`src/rtl/fft_butterfly_datapath.sv`:
```
`default_nettype none
// ============================================================================
// fft_butterfly_datapath : 4-stage radix-2 DIT butterfly for a 32-point
// in-place FFT. Optional macro FFT_BFLY_SCALE_EN halves every output.
// Revision 1.0
// ============================================================================
module fft_butterfly_datapath #(
    parameter int DW = 16,
    parameter int TW = 16
) (
    input  logic            clk,
    input  logic            rst_n,
    input  logic [4:0]      mema_address,
    input  logic [4:0]      memb_address,
    input  logic [3:0]      twiddle_address,
    input  logic            mem_write,
    input  logic            fft_done,
    output logic [4:0]      rd_addr_a,
    output logic [4:0]      rd_addr_b,
    input  logic [2*DW-1:0] rd_data_a,
    input  logic [2*DW-1:0] rd_data_b,
    output logic            wr_en,
    output logic [4:0]      wr_addr_a,
    output logic [4:0]      wr_addr_b,
    output logic [2*DW-1:0] wr_data_a,
    output logic [2*DW-1:0] wr_data_b,
    output logic            busy,
    output logic            done
);

`ifdef FFT_BFLY_SCALE_EN
    localparam int SH = 1;
`else
    localparam int SH = 0;
`endif
    localparam logic signed [DW+TW:0] RND = (DW+TW+1)'(1) <<< (TW-2);

    // Q1.15 table of W[k] = exp(-j*2*pi*k/32); widened for TW > 16
    localparam logic signed [15:0] ROM_RE [16] = '{
        16'sd32767, 16'sd32137, 16'sd30273, 16'sd27245,
        16'sd23170, 16'sd18204, 16'sd12539, 16'sd6393,
        16'sd0, -16'sd6393, -16'sd12539, -16'sd18204,
        -16'sd23170, -16'sd27245, -16'sd30273, -16'sd32137};
    localparam logic signed [15:0] ROM_IM [16] = '{
        16'sd0, -16'sd6393, -16'sd12540, -16'sd18205,
        -16'sd23170, -16'sd27246, -16'sd30274, -16'sd32138,
        16'sh8000, -16'sd32138, -16'sd30274, -16'sd27246,
        -16'sd23170, -16'sd18205, -16'sd12540, -16'sd6393};

    typedef enum logic [1:0] {IDLE = 2'd0, RUN = 2'd1, DRAIN = 2'd2, DONE = 2'd3} state_t;

    state_t state_q, state_d;
    logic [1:0] drain_cnt_q, drain_cnt_d;
    logic fft_done_q, fft_done_d;
    logic fd_rise;

    logic v0_q, v0_d, v1_q, v1_d, v2_q, v2_d, wr_en_q, wr_en_d;
    logic [4:0] ma0_q, ma0_d, mb0_q, mb0_d, ma1_q, ma1_d, mb1_q, mb1_d;
    logic [4:0] ma2_q, ma2_d, mb2_q, mb2_d;
    logic [4:0] wr_addr_a_q, wr_addr_a_d, wr_addr_b_q, wr_addr_b_d;
    logic [3:0] k0_q, k0_d;
    logic [2*DW-1:0] a1_q, a1_d, b1_q, b1_d, a2_q, a2_d;
    logic [2*DW-1:0] wr_data_a_q, wr_data_a_d, wr_data_b_q, wr_data_b_d;
    logic signed [TW-1:0] twr_q, twr_d, twi_q, twi_d;
    logic signed [DW+TW-1:0] prr_q, prr_d, pii_q, pii_d, pri_q, pri_d, pir_q, pir_d;
    logic signed [DW+1:0] t_re, t_im, sum_re, sum_im, dif_re, dif_im;

    assign rd_addr_a = mema_address;
    assign rd_addr_b = memb_address;

    always_comb begin
        v0_d  = mem_write;
        ma0_d = mema_address;
        mb0_d = memb_address;
        k0_d  = twiddle_address;

        v1_d  = v0_q;
        ma1_d = ma0_q;
        mb1_d = mb0_q;
        a1_d  = rd_data_a;
        b1_d  = rd_data_b;
        twr_d = TW'(ROM_RE[k0_q]) <<< (TW-16);
        twi_d = TW'(ROM_IM[k0_q]) <<< (TW-16);

        v2_d  = v1_q;
        ma2_d = ma1_q;
        mb2_d = mb1_q;
        a2_d  = a1_q;
        prr_d = (DW+TW)'($signed(b1_q[2*DW-1:DW])) * (DW+TW)'(twr_q);
        pii_d = (DW+TW)'($signed(b1_q[DW-1:0]))    * (DW+TW)'(twi_q);
        pri_d = (DW+TW)'($signed(b1_q[2*DW-1:DW])) * (DW+TW)'(twi_q);
        pir_d = (DW+TW)'($signed(b1_q[DW-1:0]))    * (DW+TW)'(twr_q);

        // Round half up, then drop the Q1.(TW-1) fraction
        t_re = (DW+2)'(((DW+TW+1)'(prr_q) - (DW+TW+1)'(pii_q) + RND) >>> (TW-1));
        t_im = (DW+2)'(((DW+TW+1)'(pri_q) + (DW+TW+1)'(pir_q) + RND) >>> (TW-1));
        sum_re = (DW+2)'($signed(a2_q[2*DW-1:DW])) + t_re;
        sum_im = (DW+2)'($signed(a2_q[DW-1:0]))    + t_im;
        dif_re = (DW+2)'($signed(a2_q[2*DW-1:DW])) - t_re;
        dif_im = (DW+2)'($signed(a2_q[DW-1:0]))    - t_im;

        wr_en_d     = v2_q;
        wr_addr_a_d = wr_addr_a_q;
        wr_addr_b_d = wr_addr_b_q;
        wr_data_a_d = wr_data_a_q;
        wr_data_b_d = wr_data_b_q;
        if (v2_q) begin
            wr_addr_a_d = ma2_q;
            wr_addr_b_d = mb2_q;
            wr_data_a_d = {DW'(sum_re >>> SH), DW'(sum_im >>> SH)};
            wr_data_b_d = {DW'(dif_re >>> SH), DW'(dif_im >>> SH)};
        end
    end

    assign fd_rise = fft_done & ~fft_done_q;

    always_comb begin
        state_d     = state_q;
        drain_cnt_d = drain_cnt_q;
        fft_done_d  = fft_done;
        case (state_q)
            IDLE: begin
                drain_cnt_d = 2'd0;
                if (mem_write) state_d = fd_rise ? DRAIN : RUN;
            end
            RUN: begin
                drain_cnt_d = 2'd0;
                if (fd_rise) state_d = DRAIN;
            end
            DRAIN: begin
                if (drain_cnt_q == 2'd3) state_d = DONE;
                else drain_cnt_d = drain_cnt_q + 2'd1;
            end
            DONE:    state_d = mem_write ? RUN : IDLE;
            default: state_d = IDLE;
        endcase
    end

    always_ff @(posedge clk or negedge rst_n) begin
        if (!rst_n) begin
            state_q     <= IDLE;
            drain_cnt_q <= 2'd0;
            fft_done_q  <= 1'b0;
            v0_q <= 1'b0; v1_q <= 1'b0; v2_q <= 1'b0; wr_en_q <= 1'b0;
            ma0_q <= '0; mb0_q <= '0; k0_q <= '0;
            ma1_q <= '0; mb1_q <= '0; a1_q <= '0; b1_q <= '0;
            twr_q <= '0; twi_q <= '0;
            ma2_q <= '0; mb2_q <= '0; a2_q <= '0;
            prr_q <= '0; pii_q <= '0; pri_q <= '0; pir_q <= '0;
            wr_addr_a_q <= '0; wr_addr_b_q <= '0;
            wr_data_a_q <= '0; wr_data_b_q <= '0;
        end else begin
            state_q     <= state_d;
            drain_cnt_q <= drain_cnt_d;
            fft_done_q  <= fft_done_d;
            v0_q <= v0_d; v1_q <= v1_d; v2_q <= v2_d; wr_en_q <= wr_en_d;
            ma0_q <= ma0_d; mb0_q <= mb0_d; k0_q <= k0_d;
            ma1_q <= ma1_d; mb1_q <= mb1_d; a1_q <= a1_d; b1_q <= b1_d;
            twr_q <= twr_d; twi_q <= twi_d;
            ma2_q <= ma2_d; mb2_q <= mb2_d; a2_q <= a2_d;
            prr_q <= prr_d; pii_q <= pii_d; pri_q <= pri_d; pir_q <= pir_d;
            wr_addr_a_q <= wr_addr_a_d; wr_addr_b_q <= wr_addr_b_d;
            wr_data_a_q <= wr_data_a_d; wr_data_b_q <= wr_data_b_d;
        end
    end

    assign wr_en     = wr_en_q;
    assign wr_addr_a = wr_addr_a_q;
    assign wr_addr_b = wr_addr_b_q;
    assign wr_data_a = wr_data_a_q;
    assign wr_data_b = wr_data_b_q;
    assign busy      = v0_q | v1_q | v2_q | wr_en_q | (state_q == DRAIN);
    assign done      = (state_q == DONE);

endmodule
`default_nettype wire

```
`config.mk`:
```
export PLATFORM = sky130hd
export DESIGN_NAME = fft_butterfly_datapath
export DESIGN_NICKNAME = d
export VERILOG_FILES = /design/src/rtl/fft_butterfly_datapath.sv
export SDC_FILE = /design/constraint.sdc
export NUM_CORES = 2
export LEC_CHECK = 0
export ABC_AREA = 1
export CORE_MARGIN = 1
export CORE_UTILIZATION = 25
export DETAILED_ROUTE_END_ITERATION = 7
export GPL_TIMING_DRIVEN = 1
export HOLD_SLACK_MARGIN = 0.03
export PLACE_DENSITY_LB_ADDON = 0.1
export SLEW_MARGIN = 40
export SYNTH_ARGS = -nofsm -noshare
export SYNTH_HDL_FRONTEND = slang
export SYNTH_SLANG_ARGS = --single-unit
```
`constraint.sdc`:
```
create_clock -name clk -period 5.54 [get_ports clk]
set_input_delay 0.831 -clock clk [delete_from_list [all_inputs] [get_ports clk]]
set_output_delay 0.831 -clock clk [all_outputs]
set_load 0.02 [all_outputs]
```
Word-level counts from Yosys, hierarchy flattened:

Memories as Yosys holds them, arrays and structs flattened. A register that Yosys moved wholly into a read port is not among the register bits.
Index checks and enable logic that the tools add are counted.
W data, S select, Z words.

* ROM bits: 512
* input port bits: 82
* register bits after elaboration: 337
* memories kept: 2
* word-level logic and storage cells: 70
* output and inout bits: 87

* reductions and logical operators: 7
* $add $sub $neg: 9
* equality and inequality tests: 8
* mux-type cells: 8
* $mul: 4
* bitwise gates (word level): 7

Memories
* (name not given): depth 16, bits a word 16, read ports 1, clocked after memory_dff 1, wr ports 0, RTL line 83 `twi_d = TW'(ROM_IM[k0_q]) <<< (TW-16);`
* (name not given): depth 16, bits a word 16, read ports 1, clocked after memory_dff 1, wr ports 0, RTL line 82 `twr_d = TW'(ROM_RE[k0_q]) <<< (TW-16);`

Operators by type and width (count)
* $mul A16 B16 Y31: 4
* $add A31 B16 Y31 const B: 2
* $add A16 B16 Y16: 2
* $sub A16 B16 Y16: 2
* $add A31 B31 Y31: 1
* $sub A31 B31 Y31: 1
* $mux W2: 5
* $ne A2 B2 Y1 const B: 4
* $pmux W2 S4: 1
* $eq A2 B2 Y1 const B: 3
* $not A4 Y5: 1
* $or A1 B1 Y1: 4
* $pmux W2 S2: 1
* $reduce_and A3 Y1: 1
* $add A2 B1 Y2 const B: 1
* $eq A2 B1 Y1 const B: 1
* $logic_not A1 Y1: 2
* $logic_not A2 Y1: 1
* $reduce_and A2 Y1: 1
* $reduce_bool A2 Y1: 1
* $reduce_or A2 Y1: 1
* $and A1 B1 Y1: 1
* $mux W1: 1
* $not A1 Y1: 1

Longest topological paths before layout:

* depth after elaboration: 5
* depth in mapped cells: 28
* mapped depth without buffers: 28

Least setup slack after synthesis:

OpenSTA, ideal clock, no wires.

* path type: reg-to-reg
* start: register b1_q[31]
* end: register prr_q[27]
* period minus slack after synthesis: 5.742 ns
* buffers on the path: 2
* library setup time: 0.117 ns
* cell stages (with the launch flop): 23
* path slack: -0.202 ns
* arrival time: 5.625 ns
* data required time: 5.423 ns
* cells stage by stage: dfrtp_1 > buf_4 > clkbuf_1 > nand2_1 > inv_1 > fa_1 > inv_1 > fa_1 > inv_1 > fa_1 > fa_1 > fa_1 > inv_1 > fa_1 > inv_1 > ha_1 > nand2_1 > nor4_1 > or2b_1 > nand3_1 > nand2_1 > inv_1 > nor2_1

* word-level cells in the longest chain between the ends: 1

RTL lines
* from (decl): RTL line 62 `logic [2*DW-1:0] a1_q, a1_d, b1_q, b1_d, a2_q, a2_d;`
* from (signal assigned): RTL line 146 `ma1_q <= '0; mb1_q <= '0; a1_q <= '0; b1_q <= '0;`
* from (signal assigned): RTL line 158 `ma1_q <= ma1_d; mb1_q <= mb1_d; a1_q <= a1_d; b1_q <= b1_d;`
* $mul A16 B16 Y31: RTL line 89 `prr_d = (DW+TW)'($signed(b1_q[2*DW-1:DW])) * (DW+TW)'(twr_q);`
* named net prr_d[27]: RTL line 65 `logic signed [DW+TW-1:0] prr_q, prr_d, pii_q, pii_d, pri_q, pri_d, pir_q, pir_d;`
* to (signal assigned): RTL line 161 `prr_q <= prr_d; pii_q <= pii_d; pri_q <= pri_d; pir_q <= pir_d;`
* to (decl): RTL line 65

The timed path passes the listed nets, and every way through them passes these cells.
A chain may end at the register's enable or synchronous reset.

Final worst setup path:

* start: register b1_q[6]
* end: register pii_q[24]

* word-level cells in the longest chain between the ends: 1

RTL lines
* $mul A16 B16 Y31: RTL line 90 `pii_d = (DW+TW)'($signed(b1_q[DW-1:0])) * (DW+TW)'(twi_q);`
* named net pii_d[24]: RTL line 65
* to (signal assigned): RTL line 161
* to (decl): RTL line 65

The timed path passes the listed nets, and every way through them passes these cells.

==> key figures <==
Timing
  – Crit path time final: 5510 ps
  – Final setup fails: 0
  – Slack of the critical path: 34.8 ps
  – Layout Skew: 56.6 ps
  – Worst hold margin: 333 ps
  – Final Max Slew Viols: 0
  – Final hold violations: 0
  – RSZ-0062 raised after global routing: true
  – Relative slew slack: 45.3%
  – Fin crit share: 99.4%
  – Achievable frequency: 0.182 GHz
  – Actual slew at the worst max-slew pin: 821 ps

Yosys
  – Prevailing post-synth register cell: dfrtp_1
  – Post-synth EDFFs: 0
  – Count of cell types in the netlist: 50
  – Cell taking the most area after synthesis: fa_1
  – FF+latch count, synth: 367
  – Synth Area per Inst: 8.12 µm²
  – Yosys warning total: 0
  – Mapped Area: 58700 µm²
  – Ys async rst share: 100%
  – Top-area cell type share of the netlist area: 35.1%
  – Syn Nets: 8846
  – Post-Synthesis Cells: 7227
  – Most frequent cell after synthesis: inv_1
  – Synth area leaders: fa_1 35%, dfrtp_1 16%, inv_1 12%
  – Synth cell count leaders: 1938 x inv_1, 1768 x nand2_1, 1028 x fa_1
  – Sequential-to-total area share from yosys stat: 15.6%

Drt
  – DR WL met3: 6.35 mm
  – Max Used Layer: met4
  – DRT iter0 DRCs: 2082
  – # DRC: 0
  – Vias: 47000
  – WL final: 203 mm
  – DR vias/cell: 4.22
  – Router iterations before antenna repair: 5
  – Post-route ant nets: 0
  – Met2 wire length: 95.0 mm
  – Routed WL per cell: 18.2 µm
  – Met1 WL: 98.4 mm

GRT
  – GRT Overall Usage: 16.9%
  – Global-route wire length before repair: 305 mm
  – Largest net degree at the start of global routing: 86
  – Congestion Overflow GR: 0
  – Vias in the first global route: 50100
  – Antenna violations before repair: 7

Critical path
  – Worst R2R Path Depth: 24
  – Crit end category: register
  – Worst setup SP type: register
  – R2r startpoint: b1_q[6]$_DFF_PN0_
  – Ordered cell list for the critical path: buf_12 -> buf_8 -> nand2_2 -> inv_2 -> fa_1 -> inv_1 -> fa_1 -> fa_1 -> inv_1 -> fa_1 -> fa_1 -> inv_2 -> fa_1 -> inv_2 -> ha_4 -> nand2_4 -> inv_4 -> nand2_2 -> nor3_2 -> buf_4 -> nand4_1 -> nand3_2 -> a21oi_2 -> xnor2_2
  – Slowest CP cell: fa_1
  – CP peak stage delay: 550 ps
  – CP arrival: 6110 ps
  – Worst Path Max Fanout: 6
  – Most used cell, CP: fa_1
  – Worst R2R Setup Slack: 30 ps
  – Critical path class: reg -> reg
  – Worst Path Required: 6140 ps
  – Reg-to-Reg End: pii_q[24]$_DFF_PN0_

Floorplanning
  – Die area: 237000 µm²
  – Initial Utilization: 25.2%
  – Die W: 487 µm
  – Core box area: 233000 µm²
  – Die H: 487 µm
  – Io pins: 169
  – Row Count: 177

Min path
  – Worst hold path depth: 0
  – Hold crit path type: reg -> reg
  – Worst Hold Path EP: a2_q[0]$_DFF_PN0_
  – Hold path start: a1_q[0]$_DFF_PN0_

CTS
  – Worst-Skew Late Latency: 720 ps
  – Root buffer cell: clkbuf_16
  – Clk slew on worst S/H paths: 60 ps
  – CTS tree: built
  – # H-tree levels: 2
  – Number of buffers created by CTS: 54
  – CTS max path bufs: 3
  – Clock sinks: 367

Layout
  – P&R area growth vs syn: 29.2%
  – Layout cells sized above 1: 18.6%
  – Nets: 9584
  – Layout Utilization: 32.5%
  – Fin area: 75800 µm²

Place
  – Final HPWL DP: 167 mm
  – Placed Area: 69200 µm²
  – Dpl ws: -368 ps
  – Placer Congestion: 0.867
  – IO buf count: 168

Status
  – Outcome: finished clean

Job
  – MaxCap Viol Count: 0
-- state kept, by name (all words and copies together), names as in the netlist, 31 cells and up --
name,flops
b1_q,32
a2_q,32
a1_q,32
pir_q,31
pii_q,31
pri_q,31
prr_q,31
wr_data_a,32
-- worst max-delay path, delay by kind of cell (launching register included) --
family,cells,cell delay [ps]
AOI/OAI and AO/OA,1,90
xor gates and xnor gates,1,190
adders and majority gates,7,3300
buffers and inverters,9,760
DFF,1,480
and+or+nand+nor,6,590
-- layout by cell type, fill, tap and decap left out, types with 108 or more instances in the layout --
| cell | instances |
|---|---|
| buf_4 | 577 |
| nor2_1 | 246 |
| clkdlybuf4s50_1 | 167 |
| a21oi_1 | 159 |
| nand3_1 | 171 |
| dfrtp_1 | 345 |
| nand2_1 | 1642 |
| xor2_1 | 108 |
| o21ai_0 | 137 |
| inv_1 | 1841 |
| ha_1 | 437 |
| buf_12 | 115 |
| fa_1 | 972 |
-- worst max-delay path by stage --
stage / startpoint / end / slack, ps
final: b1_q[6]$_DFF_PN0_ / pii_q[24]$_DFF_PN0_ / 30
after detailed placement: twr_q[1]$_DFF_PN0_ / pir_q[21]$_DFF_PN0_ / -370
after floorplan: b1_q[31]$_DFF_PN0_ / prr_q[27]$_DFF_PN0_ / -20
after global routing: b1_q[15]$_DFF_PN0_ / pir_q[30]$_DFF_PN0_ / -190
after CTS: b1_q[15]$_DFF_PN0_ / pii_q[24]$_DFF_PN0_ / -20
after global placement: twi_q[5]$_DFF_PN0_ / pii_q[24]$_DFF_PN0_ / -380
-- per-layer routing --
metal	vias up	global-route usage (%)
li1	22600	-
met3	150	1.38
met4	0	2.78
met5	-	0
met2	729	28.2
met1	23500	24.0
-- area by class of cell --
| class | instances | area (µm²) |
|---|---|---|
| multi-input cells | 4674 | 44100 |
| diodes | 2 | 5.00 |
| repair buffers | 927 | 9270 |
| well taps | 3132 | 3920 |
| flip-flops and latches | 367 | 9210 |
| fillers | 24800 | 157000 |
| clock buffers | 73 | 1520 |
| inverters | 1941 | 7300 |
| clock inverters | 28 | 453 |
-- cells by family (layout without fill, tap and decap cells) --
logic type      after synthesis  count (layout)  share of synthesized area (%)
fa+ha+maj                  1537            1537                           45.9
simple gates               2408            2408                           16.4
compound gates              551             551                           5.26
xor+xnor                    178             178                           2.66
flops                       367             367                           15.6
other cells                   0               2                              0
buf+inv                    2186            2969                           14.1
-- stage by stage --
step                      setup TNS [ps]  cells
after floorplan                    -17.6   7227
after global placement            -10930  10900
after detailed placement          -12200  10900
after CTS                          -45.1  11100
after global routing               -3180  11100
final                                  0  11100
-- repair_timing --
action | 4_1_cts | 5_1_grt
hold buffers | 1 | 0
pin swaps | 57 | 239
setup buffers | 29 | 83
gates cloned | 0 | 11
gates resized for setup | 211 | 634
hold endpoints to repair | 42 | 0
setup endpoints to repair | 70 | 77
Power is left out: the tool's default activity adds up to more than one toggle a clock period on the data nets, which glitch-free logic cannot reach.
